$ cat src/rtl/alu_op_encoder_if.sv
// Request/response bundle between the decode stage, the ALU op encoder and the ALU.
//   master : decode-side driver (request in, ALU-side consume, observes status)
//   slave  : the encoder itself
// Signals:
//   in_valid/in_ready/in_modEnable/in_shamt        request handshake and payload
//   out_valid/out_ready/ctrl_ALUopcode/ctrl_shiftamt  head-of-FIFO handshake and payload
//   err_illegal/illegal_count                      illegal-request pulse and saturating count
interface alu_op_encoder_if #(
  parameter int COUNT_W = 8
);
  logic               in_valid;
  logic               in_ready;
  logic [5:0]         in_modEnable;
  logic [4:0]         in_shamt;
  logic               out_valid;
  logic               out_ready;
  logic [4:0]         ctrl_ALUopcode;
  logic [4:0]         ctrl_shiftamt;
  logic               err_illegal;
  logic [COUNT_W-1:0] illegal_count;

  modport master (
    output in_valid, in_modEnable, in_shamt, out_ready,
    input  in_ready, out_valid, ctrl_ALUopcode, ctrl_shiftamt, err_illegal, illegal_count
  );

  modport slave (
    input  in_valid, in_modEnable, in_shamt, out_ready,
    output in_ready, out_valid, ctrl_ALUopcode, ctrl_shiftamt, err_illegal, illegal_count
  );
endinterface

$ cat src/rtl/alu_op_encoder.sv
// Converts one-hot module-select requests (ADD, SUB, AND, OR, SLL, SRA) into a
// 5-bit ALU opcode plus shift amount, buffered through a 2-entry in-order FIFO.
// Non-one-hot requests are consumed, flagged for one cycle and counted.
// Ports:
//   clock    rising-edge clock
//   reset_n  asynchronous active-low reset
//   bus      alu_op_encoder_if slave modport (request side, ALU side, error status)
module alu_op_encoder #(
  parameter int COUNT_W = 8
) (
  input  logic            clock,
  input  logic            reset_n,
  alu_op_encoder_if.slave bus
);

  localparam logic [COUNT_W-1:0] CNT_MAX = '1;

  logic [4:0]         op_q [2];
  logic [4:0]         op_d [2];
  logic [4:0]         sh_q [2];
  logic [4:0]         sh_d [2];
  logic               rd_ptr_q, rd_ptr_d;
  logic               wr_ptr_q, wr_ptr_d;
  logic [1:0]         occ_q, occ_d;
  logic               err_q, err_d;
  logic [COUNT_W-1:0] cnt_q, cnt_d;

  logic       legal;
  logic       accept;
  logic       push;
  logic       pop;
  logic [4:0] enc_op;
  logic [4:0] enc_sh;

  // Encoding is the bit position of the single set select bit.
  always_comb begin
    enc_op = 5'd0;
    case (bus.in_modEnable)
      6'b000001: enc_op = 5'd0;
      6'b000010: enc_op = 5'd1;
      6'b000100: enc_op = 5'd2;
      6'b001000: enc_op = 5'd3;
      6'b010000: enc_op = 5'd4;
      6'b100000: enc_op = 5'd5;
      default:   enc_op = 5'd0;
    endcase
  end

  assign legal  = $onehot(bus.in_modEnable);
  assign enc_sh = (bus.in_modEnable[4] | bus.in_modEnable[5]) ? bus.in_shamt : 5'd0;

  // Ready depends only on occupancy so the upstream never sees a path from out_ready.
  assign bus.in_ready  = (occ_q != 2'd2);
  assign bus.out_valid = (occ_q != 2'd0);

  assign accept = bus.in_valid & bus.in_ready;
  assign push   = accept & legal;
  assign pop    = bus.out_valid & bus.out_ready;

  assign bus.ctrl_ALUopcode = bus.out_valid ? op_q[rd_ptr_q] : 5'd0;
  assign bus.ctrl_shiftamt  = bus.out_valid ? sh_q[rd_ptr_q] : 5'd0;
  assign bus.err_illegal    = err_q;
  assign bus.illegal_count  = cnt_q;

  always_comb begin
    op_d     = op_q;
    sh_d     = sh_q;
    wr_ptr_d = wr_ptr_q ^ push;
    rd_ptr_d = rd_ptr_q ^ pop;
    occ_d    = occ_q;
    if (push) begin
      op_d[wr_ptr_q] = enc_op;
      sh_d[wr_ptr_q] = enc_sh;
    end
    case ({push, pop})
      2'b10:   occ_d = occ_q + 2'd1;
      2'b01:   occ_d = occ_q - 2'd1;
      default: occ_d = occ_q;
    endcase
    err_d = accept & ~legal;
    cnt_d = (err_d && (cnt_q != CNT_MAX)) ? cnt_q + COUNT_W'(1) : cnt_q;
  end

  always_ff @(posedge clock or negedge reset_n) begin
    if (!reset_n) begin
      op_q     <= '{default: 5'd0};
      sh_q     <= '{default: 5'd0};
      rd_ptr_q <= 1'b0;
      wr_ptr_q <= 1'b0;
      occ_q    <= 2'd0;
      err_q    <= 1'b0;
      cnt_q    <= '0;
    end else begin
      op_q     <= op_d;
      sh_q     <= sh_d;
      rd_ptr_q <= rd_ptr_d;
      wr_ptr_q <= wr_ptr_d;
      occ_q    <= occ_d;
      err_q    <= err_d;
      cnt_q    <= cnt_d;
    end
  end

endmodule

$ cat src/flat_wrapper.sv
// flat-port wrapper written by rule: the top's interface ports become plain ports
module alu_op_encoder_flat 
#(
  parameter int COUNT_W = 8
)
  (clock, reset_n, bus_in_valid, bus_in_modEnable, bus_in_shamt, bus_out_ready, bus_in_ready, bus_out_valid, bus_ctrl_ALUopcode, bus_ctrl_shiftamt, bus_err_illegal, bus_illegal_count);
  alu_op_encoder_if #(.COUNT_W(COUNT_W)) bus_i ();
  input  logic clock;
  input  logic reset_n;
  input wire logic [$bits(bus_i.in_valid)-1:0] bus_in_valid;
  input wire logic [$bits(bus_i.in_modEnable)-1:0] bus_in_modEnable;
  input wire logic [$bits(bus_i.in_shamt)-1:0] bus_in_shamt;
  input wire logic [$bits(bus_i.out_ready)-1:0] bus_out_ready;
  output wire logic [$bits(bus_i.in_ready)-1:0] bus_in_ready;
  output wire logic [$bits(bus_i.out_valid)-1:0] bus_out_valid;
  output wire logic [$bits(bus_i.ctrl_ALUopcode)-1:0] bus_ctrl_ALUopcode;
  output wire logic [$bits(bus_i.ctrl_shiftamt)-1:0] bus_ctrl_shiftamt;
  output wire logic [$bits(bus_i.err_illegal)-1:0] bus_err_illegal;
  output wire logic [$bits(bus_i.illegal_count)-1:0] bus_illegal_count;
  assign bus_i.in_valid = bus_in_valid;
  assign bus_i.in_modEnable = bus_in_modEnable;
  assign bus_i.in_shamt = bus_in_shamt;
  assign bus_i.out_ready = bus_out_ready;
  assign bus_in_ready = bus_i.in_ready;
  assign bus_out_valid = bus_i.out_valid;
  assign bus_ctrl_ALUopcode = bus_i.ctrl_ALUopcode;
  assign bus_ctrl_shiftamt = bus_i.ctrl_shiftamt;
  assign bus_err_illegal = bus_i.err_illegal;
  assign bus_illegal_count = bus_i.illegal_count;
  alu_op_encoder #(.COUNT_W(COUNT_W)) u_core (.clock(clock), .reset_n(reset_n), .bus(bus_i));
endmodule
$ cat config.mk
export PLATFORM = sky130hd
export DESIGN_NAME = alu_op_encoder_flat
export DESIGN_NICKNAME = d
export VERILOG_FILES = /design/src/rtl/alu_op_encoder_if.sv /design/src/rtl/alu_op_encoder.sv /design/src/flat_wrapper.sv
export SDC_FILE = /design/constraint.sdc
export NUM_CORES = 1
export LEC_CHECK = 0
export ABC_AREA = 1
export CORE_MARGIN = 2
export CORE_UTILIZATION = 40
export DETAILED_ROUTE_END_ITERATION = 7
export PLACE_DENSITY = 0.74
export SYNTH_ARGS = -nofsm -noshare
export SYNTH_HDL_FRONTEND = slang
export SYNTH_SLANG_ARGS = --single-unit
$ cat constraint.sdc
create_clock -name clock -period 4.88 [get_ports clock]
set_input_delay 0.732 -clock clock [delete_from_list [all_inputs] [get_ports clock]]
set_output_delay 0.732 -clock clock [all_outputs]
set_load 0.005 [all_outputs]
# ---- Word-level counts from Yosys, hierarchy flattened
# Index checks and enable logic that the tools add are counted.
dict set report word_totals {
  latch_bits 0
  register_bits 33
  out_inout_bits 21
  mem_bits_rw 0
  rom_bits 0
  memories 0
  word_cells 59
}
dict set report classes {
  reduce_logical 4
  n_bitwise 10
  div 0
  n_eq_ne 10
  order_cmp 3
  n_mux 15
  shifts 0
  n_mul 0
  add_sub_neg 8
}
# cell n
set op_table {}
lappend op_table {{5-bit two-way mux} 10}
lappend op_table {{10-bit bitwise mux} 2}
lappend op_table {{3-bit case mux with 5 select lines} 1}
lappend op_table {{8-bit by 1-bit adder with 8-bit output, second input constant} 1}
lappend op_table {{8-bit inequality test, second input constant} 1}
lappend op_table {{1-bit by 1-bit adder with 2-bit output} 3}
lappend op_table {{3-bit adder} 2}
lappend op_table {{6-bit by 2-bit == test with 1-bit output, second input constant} 1}
lappend op_table {{6-bit by 3-bit == test with 1-bit output, second input constant} 1}
lappend op_table {{6-bit by 4-bit == test with 1-bit output, second input constant} 1}
lappend op_table {{6-bit by 5-bit == test with 1-bit output, second input constant} 1}
lappend op_table {{6-bit == test, second input constant} 1}
lappend op_table {{5-bit demux with 1-bit select} 1}
lappend op_table {{1-bit bitwise AND} 4}
lappend op_table {{2-bit greater-or-equal comparator, second input constant} 2}
lappend op_table {{1-bit inverter with 2-bit output} 2}
lappend op_table {{2-bit case mux with 2 select lines} 1}
lappend op_table {{2-bit nonzero test} 2}
lappend op_table {{3-bit by 1-bit == test with 1-bit output, second input constant} 1}
lappend op_table {{2-bit by 1-bit adder with 2-bit output, second input constant} 1}
lappend op_table {{2-bit by 1-bit == test with 1-bit output, second input constant} 1}
lappend op_table {{2-bit == test, second input constant} 1}
lappend op_table {{1-bit logical AND} 2}
lappend op_table {{2-bit by 1-bit less-than comparator with 1-bit output, second input constant} 1}
lappend op_table {{other kinds (5)} 6}

# ---- Longest topological paths before layout
# Gate-level depths: netlist of run 1.
dict set report logic_depth {
  depth_word 7
  mapped_depth 15
  ltp_nobuf 15
}

# ---- Worst setup path after synthesis of run 1
# OpenSTA, ideal clock, no wires.
dict set report synth_timing {
  path_type {input-to-reg}
  start {input bus_in_modEnable[4]}
  end {register u_core.occ_q[1]}
  path_buffers 0
  t_arrival_ps 2911
  slack_ps 1843
  t_required_ps 4754
  cell_stages 14
  setup_time_ps 126
  cell_sequence {inv_1 > ha_1 > inv_1 > fa_1 > inv_1 > ha_1 > nor2_1 > nand3_1 > nor2_1 > inv_2 > ha_1 > a21oi_1 > o21ai_0 > xnor2_1}
}
dict set report synth_between {
  elab_chain_len 6
  word_cells_on_any_way 8
}
# element line
set synth_rtl {}
lappend synth_rtl {{start: declaration} flat_wrapper.sv:11} ;# input wire logic [$bits(bus_i.in_modEnable)-1:0] bus_in_modEnable;
lappend synth_rtl {{1-bit by 1-bit adder with 2-bit output (implied by the code) *} alu_op_encoder.sv:49} ;# assign legal = $onehot(bus.in_modEnable);
lappend synth_rtl {{3-bit adder (implied by the code) *} alu_op_encoder.sv:49}
lappend synth_rtl {{3-bit by 1-bit == test with 1-bit output *} alu_op_encoder.sv:49}
lappend synth_rtl {{1-bit bitwise AND *} alu_op_encoder.sv:57} ;# assign push = accept & legal;
lappend synth_rtl {{2-bit by 1-bit == test with 1-bit output / 2-bit == test (equally long branches)} alu_op_encoder.sv:75} ;# case ({push, pop})
lappend synth_rtl {{2-bit case mux with 2 select lines / 2-bit nonzero test (equally long branches)} n/a}
lappend synth_rtl {{end signal: assignment} alu_op_encoder.sv:90} ;# occ_q <= 2'd0;
lappend synth_rtl {{end signal: assignment} alu_op_encoder.sv:98} ;# occ_q <= occ_d;
lappend synth_rtl {{end: declaration} alu_op_encoder.sv:24} ;# logic [1:0] occ_q, occ_d;
# Every way passes the cells marked *; elsewhere a longest branch is shown, timed or not.
# A chain may end at the register's enable or synchronous reset.

# ---- Worst setup path after layout of run 1
dict set report layout_timing {
  start {input bus_in_modEnable[4]}
  end {register u_core.op_q[6] (netlist bit)}
}
dict set report layout_between {
  elab_chain_len 4
  word_cells_on_any_way 11
}
# element line
set layout_rtl {}
lappend layout_rtl {{1-bit by 1-bit adder with 2-bit output (implied by the code)} alu_op_encoder.sv:49}
lappend layout_rtl {{3-bit adder (implied by the code)} alu_op_encoder.sv:49}
lappend layout_rtl {{3-bit by 1-bit == test with 1-bit output} alu_op_encoder.sv:49}
lappend layout_rtl {{1-bit bitwise AND} alu_op_encoder.sv:57}
lappend layout_rtl {{end signal: assignment} alu_op_encoder.sv:94} ;# op_q <= op_d;
lappend layout_rtl {{end: declaration} alu_op_encoder.sv:18} ;# logic [4:0] op_q [2];
# Parallel ways exist; a longest one is shown, timed or not.

==> results of run 1 <==
## kinds of logic after synthesis
group           synth area share, %
simple gates                   23.0
buf+inv                        9.09
compound gates                 9.38
flops                          41.5
fa+ha+maj                      13.7
xor+xnor                       3.01
other cells                   0.215
## power by group
group / switching, mW / internal (mW) / leakage, nW / total (mW)
combinational: 0.193 / 0.229 / 0.707 / 0.423
clock: 0.0891 / 0.0985 / 0.0450 / 0.188
sequential: 0.0803 / 0.325 / 0.374 / 0.405
## per-layer routing
metal / vias to the layer above / part of all wire (%)
li1: 755 / -
met1: 665 / 47
met2: 27 / 49
met3: 2 / 3.6
met4: 0 / 0.56
met5: - / 0
## stage by stage
step	hold WS, ns	instances	util [%]
finish	0.486	310	51.5
global placement	0.465	302	49.6
global route	0.522	310	51.5
detailed placement	0.470	302	49.6
CTS	0.486	310	51.5
floorplan	0.436	220	-
## worst paths after layout
| check | startpoint | to | slack, ns | cells after the start |
|---|---|---|---|---|
| max | bus_in_modEnable[4] | u_core.op_q[6]$_DFFE_PN0P_ | 1.26 | 14 |
| min in group asynchronous | reset_n | u_core.rd_ptr_q$_DFF_PN0_ | 0.83 | 2 |
| min reg2reg | u_core.sh_q[8]$_DFFE_PN0P_ | u_core.sh_q[8]$_DFFE_PN0P_ | 0.49 | 2 |
| max reg2reg | u_core.occ_q[0]$_DFFE_PN0P_ | u_core.op_q[6]$_DFFE_PN0P_ | 2.94 | 8 |
| min | u_core.sh_q[8]$_DFFE_PN0P_ | u_core.sh_q[8]$_DFFE_PN0P_ | 0.49 | 2 |
| max in group asynchronous | reset_n | u_core.sh_q[4]$_DFFE_PN0P_ | 3.77 | 2 |
## critical path, delay by kind of cell
| kind | cells | cell delay [ns] |
|---|---|---|
| fa+ha+maj | 4 | 1.25 |
| buf+inv | 5 | 0.99 |
| simple gates | 4 | 0.70 |
| compound gates | 1 | 0.09 |
## cell type report
type                            instances  area (um2)  area share [%]
Clock buffer                            6        72.6            3.28
Tap cell                               52        65.1            2.94
Inverter                               36         135            6.11
Sequential cell                        29         726            32.8
Timing Repair Buffer                   34         338            15.3
Clock inverter                          2        10.0           0.452
Multi-Input combinational cell        151         867            39.2
## sequential cells by signal (all words and copies together), names as in the netlist
name / flops
u_core.wr_ptr_q: 1
u_core.rd_ptr_q: 1
u_core.sh_q: 10
u_core.bus.illegal_count: 8
u_core.op_q: 6
u_core.bus.err_illegal: 1
u_core.occ_q: 2
## Yosys cell counts, types with 2 or more instances
master    count
nand2_1      65
inv_1        30
dfrtp_1      29
o21ai_0      20
ha_1         16
nand3_1      14
a21oi_1       9
nor2_1        9
inv_2         4
xnor2_1       3
xor2_1        3
buf_4         2
clkinv_1      2
fa_1          2
nand3b_1      2
nand4_1       2
==> reports/results.ini, run 1 <==
[global_routing]
use_met2_pct = 23.8
grt_max_degree = 30
grt.met3_usage_pct = 3.17
grt_use_met1_pct = 20.1
busiest_layer = met2
antenna_found_initial = 0
grt_overflow = 0
grt_pass1_vias = 1343
grt_pass1_wl_um = 5930
track_usage_pct = 14.9

[timing]
setup_ws_ns = 1.26
hold_viol = 0
skew_ns = 0.00532
setup_viol = 0
fin_setup_tns_ns = 0
drv_slew = 0
fin_crit_sh_pct = 74.3
fmax_mhz = 276
rsz0062_at_grt = false
min_period_ns = 3.62

[setup_path]
crit_arrival_ns = 3.78
required_ns = 5.03
crit_chain = clkdlybuf4s50_1 -> inv_1 -> ha_1 -> inv_1 -> fa_1 -> inv_1 -> ha_1 -> nor2_1 -> nand3_1 -> nor2_1 -> ha_1 -> clkinv_1 -> nand2_1 -> o21ai_0
cp_slowest_stage_delay_ns = 0.51
cpMaxStageDelayCell = clkdlybuf4s50_1
crit_fanout = 10
endpoint_kind = register
cp-start-kind = input pin
path_class = input pin to register

[yosys]
synth_seq_cells = 29
synth_cell_type_count = 23
netlist_area_mm2 = 0.00175
yosysSeqAreaShare_pct = 41.5
synthArstFlopShare_pct = 100
synth_edf_count = 0
yosysTopAreaCell = dfrtp_1
ys.warnings.count = 0
synthFlopType = dfrtp_1
ys_top_cells_by_area = dfrtp_1 (42%), nand2_1 (14%), ha_1 (11%)
syn_area_per_cell_um2 = 7.98
synthCells = 219
synth_top_area_share_pct = 41.5

[power_and_ir_drop]
finalPower_mw = 1.02
p_leak_nw = 1.13
p_per_area_mw_per_mm2 = 459
vdd_drop_max_uv = 135

[cells_and_area]
filler_cell_count = 424
layout.nets = 290
area_growth_pct = 26.6
diodes = 0
final_area_mm2 = 0.00221
layout_commonest_cell = nand2_1
final_cell_mix = nand2_1 (65), clkdlybuf4s50_1 (33), inv_1 (30)
drive_above_1_share_pct = 6.20

[die]
rows = 24
design.portCount = 36
coreArea_mm2 = 0.00429
die_w_um = 70.1
start_util_pct = 40.7
die-area_mm2 = 0.00491
die_h_um = 70.1

[drt]
avgViaCountPerCell = 4.67
firstDrtPassIters = 4
ant_nets = 0
avgRoutedWirePerCell_um = 10.9
wl_um = 3380
drt_iter0_drc = 118
drc = 0
vias = 1449

[job]
maxCapViolations = 0

[clock_network]
htree_num_levels = 2
numCtsBuffers = 5
clock_latency_ns = 0.28
ctsHoldBuffers = 0
cts_setup_buffers = 0
tritoncts = yes
cts_root_buf = clkbuf_8
cts_buffer_depth = 2
path_clk_slew_ns = 0.06
numClockSinks = 29
cts.repair.resized = 0

[min_path]
hp-class = register to register

[placement]
hpwl_um = 2540
place_area_mm2 = 0.00213
place.gp.congestion = 0.813
port_buffers = 33
place_worst_setup_slack_ns = 0.957

[outcome]
status = completed

Power figures use the tool's default switching activity.
==> run 2: changes to the inputs <==
- clock period: 4.88 -> 3.4 ns (I/O delays scaled with it)
==> reports/results.ini, run 2 (same netlist as run 1, synthesis figures left out) <==
[setup_path]
crit_fanout = 3
path_class = input pin to register
reg2reg_depth = 9
timing.rr.start = u_core.occ_q[0]$_DFFE_PN0P_
crit_chain = clkdlybuf4s50_1 -> inv_1 -> ha_1 -> inv_1 -> fa_1 -> inv_1 -> ha_1 -> nor2_1 -> nand3_1 -> nor2_1 -> inv_2 -> ha_1 -> a21oi_1 -> o21ai_0 -> xnor2_1
endpoint_kind = register
required_ns = 3.56
crit_arrival_ns = 3.27
crit_path_start = bus_in_modEnable[4]
cp_slowest_stage_delay_ns = 0.51
path_buf_inv = 5
cp-start-kind = input pin
r2r-end = u_core.occ_q[1]$_DFFE_PN0P_
r2r_slack_ns = 1.59
cp_top_family = adder cells
cpMaxStageDelayCell = clkdlybuf4s50_1

[cells_and_area]
seq_area_um2 = 726
diodes = 0
largest_reg_flops = 10
layout.nets = 293
drive_above_1_share_pct = 7.66
area_growth_pct = 29.7
layout_commonest_cell = nand2_1
final_cell_mix = nand2_1 (65), clkdlybuf4s50_1 (33), inv_1 (30)
multi_input_area_um2 = 867
post-route-util_pct = 52.8
regMostFlops = u_core.sh_q
filler_cell_count = 410

[outcome]
status = completed

[placement]
place.gp.congestion = 0.785
place_worst_setup_slack_ns = -0.0273
port_buffers = 33
hpwl_um = 2620

[timing]
min_period_ns = 3.11
fin_crit_sh_pct = 91.4
rsz0062_at_grt = false
setup_ws_ns = 0.293
hold_viol = 0
skew_ns = 0.00263
setup_viol = 0
fmax_mhz = 322
fin_setup_tns_ns = 0
drv_slew = 0

[drt]
drt_iter0_drc = 89
avgRoutedWirePerCell_um = 11.2
avgViaCountPerCell = 4.73
firstDrtPassIters = 4
drc = 0
wl_um = 3520
vias = 1479
ant_nets = 0

[clock_network]
numClockSinks = 29
cts_buffer_depth = 2
numCtsBuffers = 5
tritoncts = yes
clock_latency_ns = 0.28
path_clk_slew_ns = 0.06
htree_num_levels = 2
cts_setup_buffers = 0
ctsHoldBuffers = 0
cts.repair.resized = 0
cts_root_buf = clkbuf_8

[global_routing]
antenna_found_initial = 0
track_usage_pct = 15.5
grt_overflow = 0
grt_pass1_wl_um = 6040
grt_pass1_vias = 1397
grt_max_degree = 30

[power_and_ir_drop]
p_per_area_mw_per_mm2 = 669
vdd_drop_max_uv = 217
finalPower_mw = 1.52
p_leak_nw = 1.15

[min_path]
hold_depth = 2
hp-class = register to register
min_to = u_core.op_q[5]$_DFFE_PN0P_
worstHoldStart = u_core.op_q[5]$_DFFE_PN0P_

[die]
coreArea_mm2 = 0.00429
die-area_mm2 = 0.00491
start_util_pct = 40.7
die_w_um = 70.1
die_h_um = 70.1
design.portCount = 36
rows = 24

[job]
maxCapViolations = 0

-- run 2: cell types whose count changed in the layout (fill, tap and decap cells not counted), sizes merged --
cell | before | now
buf | 1 | 4
clkbuf | 6 | 7
clkinv | 4 | 3
-- run 2: metal layers --
layer	track usage, %	routed length, um
met5	0	0
met4	6.62	49
met3	3.75	92
met2	25.8	1730
met1	19.1	1650
-- run 2: layout make-up --
| cell class | count | share of cell area (%) |
|---|---|---|
| clock inverter | 1 | 0.221 |
| timing repair buffer | 37 | 16.4 |
| clock buffer | 7 | 4.25 |
| tap | 52 | 2.87 |
| inverter | 36 | 5.96 |
| multi-input combinational | 151 | 38.2 |
| sequential | 29 | 32.0 |
-- run 2: worst reg2reg max path: cells and delay by family (launching register included) --
family                     cells  cell delay, ns
xor gates and xnor gates       1            0.13
AOI/OAI and AO/OA              3            0.43
adders and majority gates      1            0.32
and+or+nand+nor                1            0.19
buffers and inverters          3            0.20
DFF                            1            0.43
-- run 2: stage by stage --
stage,cells,hold slack [ns],instance area (um2)
final,313,0.478,2270
after floorplan,220,0.214,1750
after detailed placement,305,0.466,2170
after global routing,313,0.513,2270
after global placement,305,0.458,2170
after CTS,313,0.483,2270
-- run 2: worst max path at each step --
stage | to | depth (start not counted) | slack (ns)
after global placement | u_core.occ_q[1]$_DFFE_PN0P_ | 15 | 0.07
after CTS | u_core.occ_q[1]$_DFFE_PN0P_ | 15 | 0.27
after global routing | u_core.occ_q[1]$_DFFE_PN0P_ | 15 | 0.10
after detailed placement | u_core.occ_q[1]$_DFFE_PN0P_ | 15 | -0.03
after floorplan | u_core.occ_q[1]$_DFFE_PN0P_ | 14 | 0.58
final | u_core.occ_q[1]$_DFFE_PN0P_ | 15 | 0.29
-- run 2: where the power goes --
group | internal (mW) | leakage, nW | switching [mW]
registers | 0.466 | 0.374 | 0.116
logic | 0.339 | 0.725 | 0.283
clock network | 0.183 | 0.0542 | 0.129
total | 0.988 | 1.15 | 0.528
